**src/rtl/mips_pkg.sv**
```systemverilog
// Shared MIPS definitions: opcode constants, instruction width and the fetch
// state encoding used by the fetch stage and its helpers.
package mips_pkg;

   localparam int INSTR_W = 32;

   localparam logic [5:0] OP_RTYPE = 6'b000000;
   localparam logic [5:0] OP_ADDI  = 6'b001000;
   localparam logic [5:0] OP_LW    = 6'b100011;
   localparam logic [5:0] OP_SW    = 6'b101011;
   localparam logic [5:0] OP_J     = 6'b000010;
   localparam logic [5:0] OP_BEQ   = 6'b000100;

   typedef enum logic [1:0] {
      IDLE  = 2'd0,
      FETCH = 2'd1,
      VALID = 2'd2
   } fetch_state_e;

endpackage

```
**src/rtl/next_pc_calc.sv**
```systemverilog
// Next-PC selection for a single instruction: jump beats taken branch beats
// sequential pc+4. Purely combinational so a pipelined fetch can reuse it.
module next_pc_calc
   import mips_pkg::*;
(
   input  logic [31:0] pc,
   input  logic [25:0] ir,
   input  logic        jump,
   input  logic        branch,
   input  logic        zero,
   output logic [31:0] next_pc
);

   logic [31:0] pc4;
   logic [31:0] br_off;

   assign pc4    = pc + 32'd4;
   assign br_off = {{14{ir[15]}}, ir[15:0], 2'b00};

   always_comb begin
      next_pc = pc4;
      if (jump) begin
         next_pc = {pc4[31:28], ir, 2'b00};
      end else if (branch && zero) begin
         next_pc = pc4 + br_off;
      end
   end

endmodule

```
**src/rtl/instr_fetch.sv**
```systemverilog
// Fetch stage: holds the PC, fetches one instruction word over req/ack, and
// presents it until the datapath accepts it, then advances to the next PC.
//
// state | meaning
// IDLE  | one quiet cycle after reset, no request
// FETCH | request outstanding at pc, waiting for ack
// VALID | instruction held in ir, waiting for ready
module instr_fetch
   import mips_pkg::*;
#(
   parameter logic [31:0] RESET_PC = 32'h0000_0000,
   parameter int          RETIRE_W = 32
)
(
   input  logic                clk_i,
   input  logic                rst_i,
   output logic                imem_req_o,
   output logic [31:0]         imem_addr_o,
   input  logic                imem_ack_i,
   input  logic [INSTR_W-1:0]  imem_data_i,
   output logic [INSTR_W-1:0]  instr_o,
   output logic [5:0]          op_o,
   output logic                instr_valid_o,
   input  logic                instr_ready_i,
   input  logic                jump_i,
   input  logic                branch_i,
   input  logic                zero_i,
   output logic [31:0]         pc_o,
   output logic [RETIRE_W-1:0] retire_cnt_o
);

   localparam logic [31:0] RESET_PC_ALIGNED = {RESET_PC[31:2], 2'b00};

   fetch_state_e        state;
   fetch_state_e        state_nxt;
   logic [31:0]         pc;
   logic [INSTR_W-1:0]  ir;
   logic [RETIRE_W-1:0] retire_cnt;
   logic [31:0]         next_pc;
   logic                capture;
   logic                accept;

   assign capture = (state == FETCH) && imem_ack_i;
   assign accept  = (state == VALID) && instr_ready_i;

   next_pc_calc u_next_pc_calc (
      .pc      (pc),
      .ir      (ir[25:0]),
      .jump    (jump_i),
      .branch  (branch_i),
      .zero    (zero_i),
      .next_pc (next_pc)
   );

   always_comb begin
      state_nxt = state;
      case (state)
         IDLE:    state_nxt = FETCH;
         FETCH:   if (imem_ack_i) state_nxt = VALID;
         VALID:   if (instr_ready_i) state_nxt = FETCH;
         default: state_nxt = IDLE;
      endcase
   end

   always_ff @(posedge clk_i) begin
      if (rst_i) begin
         state      <= IDLE;
         pc         <= RESET_PC_ALIGNED;
         ir         <= '0;
         retire_cnt <= '0;
      end else begin
         state <= state_nxt;
         if (capture) begin
            ir <= imem_data_i;
         end
         // next_pc is word aligned because pc and every offset are.
         if (accept) begin
            pc         <= next_pc;
            retire_cnt <= retire_cnt + RETIRE_W'(1);
         end
      end
   end

   assign imem_req_o    = (state == FETCH);
   assign imem_addr_o   = pc;
   assign instr_valid_o = (state == VALID);
   assign instr_o       = ir;
   assign op_o          = ir[31:26];
   assign pc_o          = pc;
   assign retire_cnt_o  = retire_cnt;

endmodule
```
**config.mk**
```make
export PLATFORM = sky130hd
export DESIGN_NAME = instr_fetch
export DESIGN_NICKNAME = d
export VERILOG_FILES = /design/src/rtl/mips_pkg.sv /design/src/rtl/next_pc_calc.sv /design/src/rtl/instr_fetch.sv
export SDC_FILE = /design/constraint.sdc
export NUM_CORES = 1
export LEC_CHECK = 0
export CAP_MARGIN = 20
export CORE_ASPECT_RATIO = 1.4
export CORE_MARGIN = 8
export CORE_UTILIZATION = 40
export DETAILED_ROUTE_END_ITERATION = 10
export GPL_TIMING_DRIVEN = 0
export PLACE_DENSITY = 0.67
export SLEW_MARGIN = 40
export SYNTH_ARGS = -nofsm -noshare
export SYNTH_HDL_FRONTEND = slang
export SYNTH_SLANG_ARGS = --single-unit
export TNS_END_PERCENT = 10
```
**constraint.sdc**
```tcl
create_clock -name clk_i -period 6.6 [get_ports clk_i]
set_clock_uncertainty 0.2 [all_clocks]
set_input_delay 1.98 -clock clk_i [delete_from_list [all_inputs] [get_ports clk_i]]
set_output_delay 1.98 -clock clk_i [all_outputs]
set_load 0.02 [all_outputs]
```
Word-level counts from Yosys, hierarchy flattened
Cells that the tools add are included.
{"block": "totals", "output_inout_bits": 136, "romBits": 0, "regBits": 98, "in_bits": 39, "memories": 0, "ram_bits": 0, "latchBits": 0}
{"block": "classes", "add_sub_neg": 3, "n_eq_ne": 4, "shift": 0, "n_reduce_logical": 5, "n_mul": 0, "n_lt_le_gt_ge": 0, "mux": 5, "n_bitwise": 0, "div": 0}
{"op": "$mux W32", "n": 2}
{"op": "$add A32 B1 Y32 const B", "n": 1}
{"op": "$add A32 B3 Y32 const B", "n": 1}
{"op": "$add A32 B32 Y32", "n": 1}
{"op": "$pmux W2 S3", "n": 1}
{"op": "$mux W2", "n": 2}
{"op": "$ne A2 B1 Y1 const B", "n": 2}
{"op": "$logic_and A1 B1 Y1", "n": 3}
{"op": "$eq A2 B1 Y1 const B", "n": 1}
{"op": "$eq A2 B2 Y1 const B", "n": 1}
{"op": "$logic_not A2 Y1", "n": 1}
{"op": "$reduce_and A2 Y1", "n": 1}

Longest topological paths before layout
Gate-level depths: netlist (run 1).
{"block": "depth", "ltp_word": 4, "depth_mapped": 15, "ltp_nobuf": 14}

Hierarchy
Synthesis (run 1) repeated with hierarchy kept, for this count alone.
{"block": "unflattened", "hier_cells": 902, "area_unflattened_um2": 6857.8}
{"mod": "instr_fetch", "cells_each": 506, "seq_area_each_um2": 1961.9, "area_each_um2": 4070.2, "instances": 1}
{"mod": "next_pc_calc", "cells_each": 396, "seq_area_each_um2": 0.0, "area_each_um2": 2787.7, "instances": 1}

Least setup slack after synthesis (run 1)
Ideal clock, no wire load.
{"block": "synth_path", "kind": "input to register", "startpoint": "in branch_i", "endpoint": "reg pc[31] (netlist: imem_addr_o[31])", "path_stages": 8, "setup_slack_ns": 2.498, "path_buffers": 1, "arrival_time_ns": 3.779, "path_cell_list": "and2_1 buf_2 nand2_1 or3_1 a2111o_1 o211ai_1 mux2i_1 mux2_1"}
{"block": "synth_via", "elab_chain_cells": 3}
{"element": "from (decl)", "line_no": "instr_fetch.sv:26", "source": "input logic branch_i,"}
{"element": "$logic_and A1 B1 Y1", "line_no": "next_pc_calc.sv:24", "source": "end else if (branch && zero) begin"}
{"element": "$mux W32", "line_no": "next_pc_calc.sv:24"}
{"element": "$mux W32", "line_no": "next_pc_calc.sv:22", "source": "if (jump) begin"}
{"element": "to (signal assigned)", "line_no": "instr_fetch.sv:78", "source": "pc <= next_pc;"}
{"element": "to (decl)", "line_no": "instr_fetch.sv:36", "source": "logic [31:0] pc;"}
No other way between the ends.
A chain may end at the register's enable or synchronous reset.

Final worst setup path (run 1)
Same ends and word-level chain as after synthesis.

==> results.tsv, run 1 <==
metric	value	unit
R2R setup slack	2000	ps
gr usage total	21.8	%
die extent in x	125	um
postcts setup bufs	0	
worst-case clock buffer depth	2	
fmax	214	MHz
Synth Area in Adders	7.40	%
PortBufs	168	
critical path's top delay family	simple AND/OR/NAND/NOR gates	
Buf+Inv Stages, Crit Path	2	
post-synthesis instance total	879	
Post-synth ARST share	0	%
drt pass-1 iters	5	
period utilization	70.9	%
largest family of logic cells by synthesized area	simple AND/OR/NAND/NOR gates	
R2R Path Start	imem_addr_o[2]	
Overflow after GRT	0	
commonest non-fill, non-tap cell in the layout	clkdlybuf4s50_1	
global-route wire length before repair	36900	um
CTS resizes	0	
CP max-delay cell	clkdlybuf4s50_1	
XOR/XNOR share of the synthesized area	9.79	%
Synth Area in Compound Gates	20.9	%
mapped cell area	0.00670	mm2
synthesized flop and latch total	96	
Initial Util	40.3	%
Post-Route Hold Slack	274	ps
DP Worst Slack	1600	ps
Max Transition Viols Final	0	
Root Buffer	clkbuf_16	
pin slew with the least headroom to its limit	713	ps
Hold-fix buffers, CTS	0	
hold_sp	instr_o[31]	
initial antenna violation count	0	
minimum clock period	4680	ps
DRT antenna net count	0	
initial drt markers	484	
vias in the first global route	6821	
post-synthesis cell type count	66	
# IOs	175	
die height	169	um
hold depth	2	
number of synthesized flops with an enable pin	0	
Max-slew headroom	52.5	%
maximum vdd drop	0.140	mV
wire per inst	18.4	um
n_diodes	0	
post-synthesis mux area share	0.934	%
final setup fails	0	
DRC viols	0	
Area contributors post-synth	dfxtp_1 29%, nand2_1 8.1%, ha_1 7.1%	
Worst Path Required	6640	ps
total of max-cap violations	0	
dpl hpwl	18300	um
post-synthesis simple-gate area fraction	24.7	%
R2R depth	13	
Hold Crit Endpoint	instr_o[31]	
WS Path Type	in2reg	
sequential fraction of the synthesis area	28.7	%
Synth area leader	dfxtp_1	
fin nets	1139	
Startpoint Class	primary input	
Critical Path Sink Type	register	
Placer Congestion	0.957	
reg-to-reg endpoint	imem_addr_o[31]	
core footprint	0.0166	mm2
setup ws final	1920	ps
critical path fanouts, max	10	
FILL cells	1613	
Clock transition at path regs	70	ps
Worst path max stage delay	470	ps
status	completed	
TritonCTS buffer count	9	
via count	6981	
static leakage	3.56	nW
Yosys warning count	0	
Num Clock Sinks	96	
largest net degree at the start of global routing	27	
layout cells sized above 1	6.67	%
worst-skew pair later-pin latency	350	ps
PwrDens	145	mW/mm2
Avg Cell Area, Syn	7.62	um2
critical path, cell by cell	clkdlybuf4s50_1, and2_1, buf_2, nand2_1, or3_1, a2111o_1, o211ai_1, mux2i_1, mux2_1	
Hold Vio Cnt, Final	0	
CTS tree	done	
Vias/cell	5.51	
H-Tree Depth	3	
setup_tns	0	ps
top cell type's share of synthesized area	28.7	%
Die Footprint	0.0212	mm2
Top FF cell, synth	dfxtp_1	
RSZ-0062 raised after global routing	false	
Hold Path Class	reg2reg	
routed wire length	23400	um
most frequent cells in the layout	168 x clkdlybuf4s50_1, 144 x nand2_1, 95 x dfxtp_1	
Arr. time, crit path	4720	ps
num rows	56	
Area Overhead vs Synth	33.2	%
## area by class of cell
cell class	count	area, um2	share of cell area, %
Clock buffer	9	225	2.52
Timing Repair Buffer	168	1680	18.9
Clock inverter	6	45.0	0.505
Tap cell	203	254	2.85
Inverter	16	60.1	0.673
Sequential cell	96	1920	21.6
Multi-Input combinational cell	693	4290	48.1
Buffer	77	440	4.94
## sequential cells by signal, indices dropped and copies added (netlist names)
signal and cells:
imem_addr_o 30, instr_o 32, retire_cnt_o 32, state 2
## cell usage after synthesis, drive strengths merged (2+ instances only)
cell / number
and3: 14
and4: 8
nor3: 15
xnor2: 38
a2111o: 3
o31ai: 4
a211oi: 13
mux2i: 4
a31o: 2
xor2: 36
buf: 42
or2: 2
ha: 38
nor3b: 2
dfxtp: 96
and2: 8
nor2: 79
clkbuf: 35
o211a: 2
o31a: 2
nor2b: 4
a211o: 3
nor4: 5
a21o: 20
a221oi: 3
o311ai: 2
or4: 2
a311oi: 2
a31oi: 10
mux2: 2
nand2b: 4
o211ai: 13
nand3: 32
inv: 16
nand3b: 2
o21bai: 4
o21a: 5
or3: 5
nand2: 144
a21oi: 87
o21ai: 35
nand4: 21
## worst max-delay path by stage
stage	from	end	slack, ps	cells after the start
3_3_place_gp	branch_i	imem_addr_o[31]	1580	9
5_1_grt	imem_addr_o[2]	imem_addr_o[31]	1680	13
6_report	branch_i	imem_addr_o[31]	1920	9
4_1_cts	branch_i	imem_addr_o[31]	1960	9
3_5_place_dp	branch_i	imem_addr_o[31]	1600	9
2_1_floorplan	branch_i	imem_addr_o[31]	2500	8
## metrics by stage
step	util [%]	total power [mW]	cells	area, um2
3_5_place_dp	52.1	0.821	1253	8650
4_1_cts	53.7	1.30	1268	8920
2_1_floorplan	-	0.727	882	6710
5_1_grt	53.7	1.34	1268	8920
3_3_place_gp	52.1	0.820	1253	8650
6_report	53.7	1.30	1268	8920
## metal layers
layer  routed length, um  vias to the layer above  global-route usage, %
met1                9320                     3283                   23.7
met2               11700                      217                   39.2
met3                1540                       54                   5.51
met4                 826                        0                   9.62
li1                    -                     3427                      -
met5                   0                        -                      0
## logic make-up after synthesis
kind of cell	after synthesis
flip-flops	96
adder cells (fa/ha/maj)	39
other	1
multiplexers	6
AO/OA/AOI/OAI	222
AND/OR/NAND/NOR	348
XOR/XNOR	74
buffers and inverters	93
## worst register-to-register path, delay by kind of cell, from the launching register on
family	cells	cell delay, ps
AOI/OAI and AO/OA	5	1220
DFF	1	620
xor gates and xnor gates	1	240
and+or+nand+nor	3	850
muxes	2	570
adders and majority gates	2	790
## report_power, final
group,switching [mW],internal [mW]
combinational,0.113,0.0846
clock,0.233,0.255
sequential,0.0186,0.592
Power figures use the tool's default switching activity.
==> run 2: changes to the inputs <==
clock period = 4.5 ns   (was 6.6 ns; I/O delays follow)
==> run 2 against run 1 <==
Effect of this change:
- via count up 0.43%
- count of clock-buffer cells in the layout unchanged
- sequential power up 47%
- sequential cell count unchanged
- non-clock buffer count down 1
- core utilization up 0.21 points
- final area up 0.39%
- largest power group unchanged
==> results.tsv, run 2 (synthesized netlist as in run 1, its figures left out) <==
metric	value	unit
Critical Path Sink Type	register	
reg-to-reg endpoint	imem_addr_o[31]	
final setup fails	0	
die height	169	um
Critical Path Stages	14	
R2R setup slack	210	ps
CTS tree	done	
Arr. time, crit path	4320	ps
critical path, cell by cell	inv_1, nor4_4, nand3_1, nor2_1, nand4_1, xnor2_1, ha_1, and2_1, nand3_1, or3_1, a2111o_1, o211ai_1, mux2i_1, mux2_1	
# IOs	175	
R2R Path Start	imem_addr_o[8]	
vias in the first global route	6820	
Pwr Total	1.90	mW
Hold Vio Cnt, Final	0	
status	completed	
gr usage total	21.8	%
Die Footprint	0.0212	mm2
cell area after layout	0.00895	mm2
period utilization	95.2	%
total of max-cap violations	0	
pin slew with the least headroom to its limit	715	ps
worst-case clock buffer depth	2	
Worst Path Required	4540	ps
critical path fanouts, max	5	
TritonCTS buffer count	9	
Cell Area, Placed	0.00865	mm2
fin nets	1138	
Buf+Inv Stages, Crit Path	1	
Max-slew headroom	52.3	%
Placer Congestion	0.957	
static leakage	3.58	nW
Max Transition Viols Final	0	
Clock transition at path regs	70	ps
num rows	56	
DRC viols	0	
worst-skew pair later-pin latency	350	ps
core footprint	0.0166	mm2
Initial Util	40.3	%
Overflow after GRT	0	
Startpoint Class	register	
CP max-delay cell	dfxtp_1	
Area Overhead vs Synth	33.7	%
drt pass-1 iters	5	
Num Clock Sinks	96	
Root Buffer	clkbuf_16	
Hold Path Class	reg2reg	
most frequent cells in the layout	168 x clkdlybuf4s50_1, 144 x nand2_1, 88 x dfxtp_1	
PwrDens	212	mW/mm2
n_diodes	0	
dpl cells	1253	
minimum clock period	4290	ps
commonest non-fill, non-tap cell in the layout	clkdlybuf4s50_1	
WS Path Type	reg2reg	
PortBufs	168	
global-route wire length before repair	36900	um
initial drt markers	436	
setup_tns	0	ps
Vias/cell	5.53	
final cell count without fillers	1267	
hold_sp	instr_o[31]	
Util after Layout	53.9	%
wire per inst	18.6	um
critical path's top delay family	simple AND/OR/NAND/NOR gates	
DRT antenna net count	0	
hold depth	2	
largest net degree at the start of global routing	27	
initial antenna violation count	0	
layout cells sized above 1	7.80	%
Worst path max stage delay	450	ps
H-Tree Depth	3	
routed wire length	23500	um
die extent in x	125	um
dpl hpwl	18300	um
maximum vdd drop	0.206	mV
Hold Crit Endpoint	instr_o[31]	
fmax	233	MHz
via count	7011	
R2R depth	14	
Crit path top cell by count	nand3_1	
## run 2: where the power goes
part | switching [mW] | internal [mW] | total (mW)
clock | 0.340 | 0.374 | 0.714
combinational | 0.167 | 0.124 | 0.291
sequential | 0.0276 | 0.868 | 0.896
total | 0.535 | 1.37 | 1.90
## run 2: worst reg2reg max path, cell delays in order (launching register included)
cell and delay, ps:
dfxtp_1 450, inv_1 180, nor4_4 430, nand3_1 220, nor2_1 280, nand4_1 200, xnor2_1 170, ha_1 310
and2_1 170, nand3_1 100, or3_1 340, a2111o_1 400, o211ai_1 160, mux2i_1 240, mux2_1 330
## run 2: worst max path at each step
| stage | start | to | slack [ps] |
|---|---|---|---|
| 2_1_floorplan | imem_addr_o[4] | imem_addr_o[24] | 560 |
| 3_3_place_gp | imem_addr_o[2] | imem_addr_o[31] | 20 |
| 3_5_place_dp | imem_addr_o[2] | imem_addr_o[31] | 6 |
| 4_1_cts | imem_addr_o[4] | imem_addr_o[31] | 60 |
| 5_1_grt | imem_addr_o[8] | imem_addr_o[31] | -4 |
| 6_report | imem_addr_o[8] | imem_addr_o[31] | 210 |
## run 2: metal layers
metal / up-vias / global-route usage [%] / part of all wire (%)
li1: 3425 / - / -
met1: 3307 / 23.7 / 40
met2: 233 / 39.2 / 50
met3: 46 / 5.51 / 7.0
met4: 0 / 9.62 / 3.2
met5: - / 0 / 0
## run 2: metrics by stage
stage	setup slack (ps)	hold WS [ps]
finish	215	274
global route	-4.33	300
detailed placement	6.29	263
CTS	63.2	273
global placement	24.9	256
floorplan	559	329
## run 2: area by class of cell
class	instances	area, um2
tap	203	254
clock inverter	6	45.0
inverter	16	60.1
buffer	76	437
fill	1609	7650
sequential	96	1930
clock buffer	9	225
timing repair buffer	168	1680
multi-input combinational	693	4320
## run 2: repair_timing
action                                 CTS  global route
pin swaps                                0             2
setup endpoints to repair                1             5
setup buffers                            0             0
gates resized for setup                  1            12
hold buffers                             0             0
endpoints found under the hold margin    0             0
==> run 3: changes to the inputs <==
CORE_MARGIN = 2   (was 8)
==> run 3 against run 2 <==
Effect of this change:
- global-route usage grew 3.0 points
- register-to-register slack lost 20 ps
- count of clock-buffer cells in the layout grew 1
- critical path depth is the same
- first-iteration DRC count shrank 19%
- largest power group unchanged
==> results.tsv, run 3 (synthesized netlist as in run 1, its figures left out) <==
metric	value	unit
TritonCTS buffer count	9	
via count	7040	
Placer Congestion	0.921	
drt pass-1 iters	6	
DRC viols	0	
most frequent cells in the layout	168 x clkdlybuf4s50_1, 144 x nand2_1, 89 x dfxtp_1	
DR WL met2	10900	um
hold depth	2	
CTS tree	done	
die extent in x	113	um
Worst path max stage delay	450	ps
met1 WL	8800	um
R2R depth	14	
critical path fanouts, max	5	
Clock transition at path regs	70	ps
Pwr Total	1.92	mW
Arr. time, crit path	4340	ps
WS Path Type	reg2reg	
dpl hpwl	17300	um
gr usage total	24.7	%
worst-skew pair later-pin latency	350	ps
DRT antenna net count	0	
vias in the first global route	6729	
R2R setup slack	200	ps
PwrDens	215	mW/mm2
status	completed	
global-route wire length before repair	35100	um
fmax	232	MHz
core footprint	0.0166	mm2
Critical Path Sink	imem_addr_o[31]	
period utilization	95.6	%
Startpoint Class	register	
Max-slew headroom	47.4	%
die height	157	um
Hold Vio Cnt, Final	0	
Initial Util	40.3	%
top sig layer	met4	
Worst setup startpoint	imem_addr_o[8]	
commonest non-fill, non-tap cell in the layout	clkdlybuf4s50_1	
Num Clock Sinks	96	
H-Tree Depth	3	
critical path, cell by cell	inv_1, nor4_4, nand3_1, nor2_1, nand4_1, xnor2_1, ha_1, and2_1, nand3_1, or3_1, a2111o_1, o211ai_1, mux2i_1, mux2_1	
dpl cells	1253	
Max Transition Viols Final	0	
initial drt markers	352	
Critical Path Stages	14	
maximum vdd drop	0.196	mV
final cell count without fillers	1269	
Die Footprint	0.0178	mm2
R2R Path Start	imem_addr_o[8]	
Hold-fix buffers, CTS	0	
largest net degree at the start of global routing	27	
RSZ-0062 raised after global routing	false	
static leakage	3.59	nW
n_diodes	0	
num rows	56	
fin nets	1139	
Root Buffer	clkbuf_16	
final setup fails	0	
Critical Path Sink Type	register	
total of max-cap violations	0	
Worst Path Required	4540	ps
routed wire length	22200	um
Area Overhead vs Synth	33.8	%
met3 wire len	1550	um
Vias/cell	5.55	
Buf+Inv Stages, Crit Path	1	
CP max-delay cell	dfxtp_1	
Hold Path Class	reg2reg	
critical path's top delay family	simple AND/OR/NAND/NOR gates	
Crit path top cell by count	nand3_1	
initial antenna violation count	0	
worst-case clock buffer depth	2	
pin slew with the least headroom to its limit	786	ps
layout cells sized above 1	7.69	%
minimum clock period	4300	ps
Util after Layout	54.0	%
wire per inst	17.5	um
Overflow after GRT	0	
FILL cells	1635	
setup_tns	0	ps
# IOs	175	
PortBufs	168	
reg-to-reg endpoint	imem_addr_o[31]	
## run 3: layout make-up
| class | instances | area, um2 | area share [%] |
|---|---|---|---|
| Buffer | 76 | 437 | 4.87 |
| Clock buffer | 10 | 239 | 2.67 |
| Clock inverter | 6 | 45.0 | 0.503 |
| Inverter | 16 | 60.1 | 0.670 |
| Multi-Input combinational cell | 693 | 4310 | 48.1 |
| Sequential cell | 96 | 1930 | 21.5 |
| Tap cell | 203 | 254 | 2.83 |
| Timing Repair Buffer | 169 | 1690 | 18.8 |
## run 3: repair_timing
action	in CTS	in global routing
setup buffers	0	1
endpoints found under the hold margin	0	0
gates resized for setup	0	10
setup endpoints to repair	0	5
## run 3: where the power goes
group          switching [mW]  internal [mW]  total, mW
registers              0.0272          0.868      0.895
clock network           0.346          0.392      0.738
logic                   0.165          0.124      0.289
total                   0.539           1.38       1.92
## run 3: worst min-delay path, delay by kind of cell, from the launching register on
kind               cells  cell delay, ps
DFF                    1             320
AOI/OAI and AO/OA      1              50
and+or+nand+nor        1              50
## run 3: routing by layer
| metal | global-route usage [%] | vias to the layer above |
|---|---|---|
| li1 | - | 3443 |
| met1 | 29.0 | 3282 |
| met2 | 43.1 | 253 |
| met3 | 5.39 | 62 |
| met4 | 11.1 | 0 |
| met5 | 0 | - |
## run 3: worst min path at each step
stage / end / start / slack, ps
floorplan: state[0] / state[0] / 330
global placement: instr_o[25] / instr_o[25] / 250
detailed placement: instr_o[25] / instr_o[25] / 260
CTS: instr_o[25] / instr_o[25] / 270
global route: instr_o[29] / instr_o[29] / 290
finish: instr_o[25] / instr_o[25] / 270
## run 3: metrics by stage
stage          instance area, um2  hold slack (ps)  worst slack (ps)
2_1_floorplan                6710              329               559
3_3_place_gp                 8650              254               108
3_5_place_dp                 8650              257              89.7
4_1_cts                      8930              267              71.2
5_1_grt                      8960              292              13.4
6_report                     8960              268               197
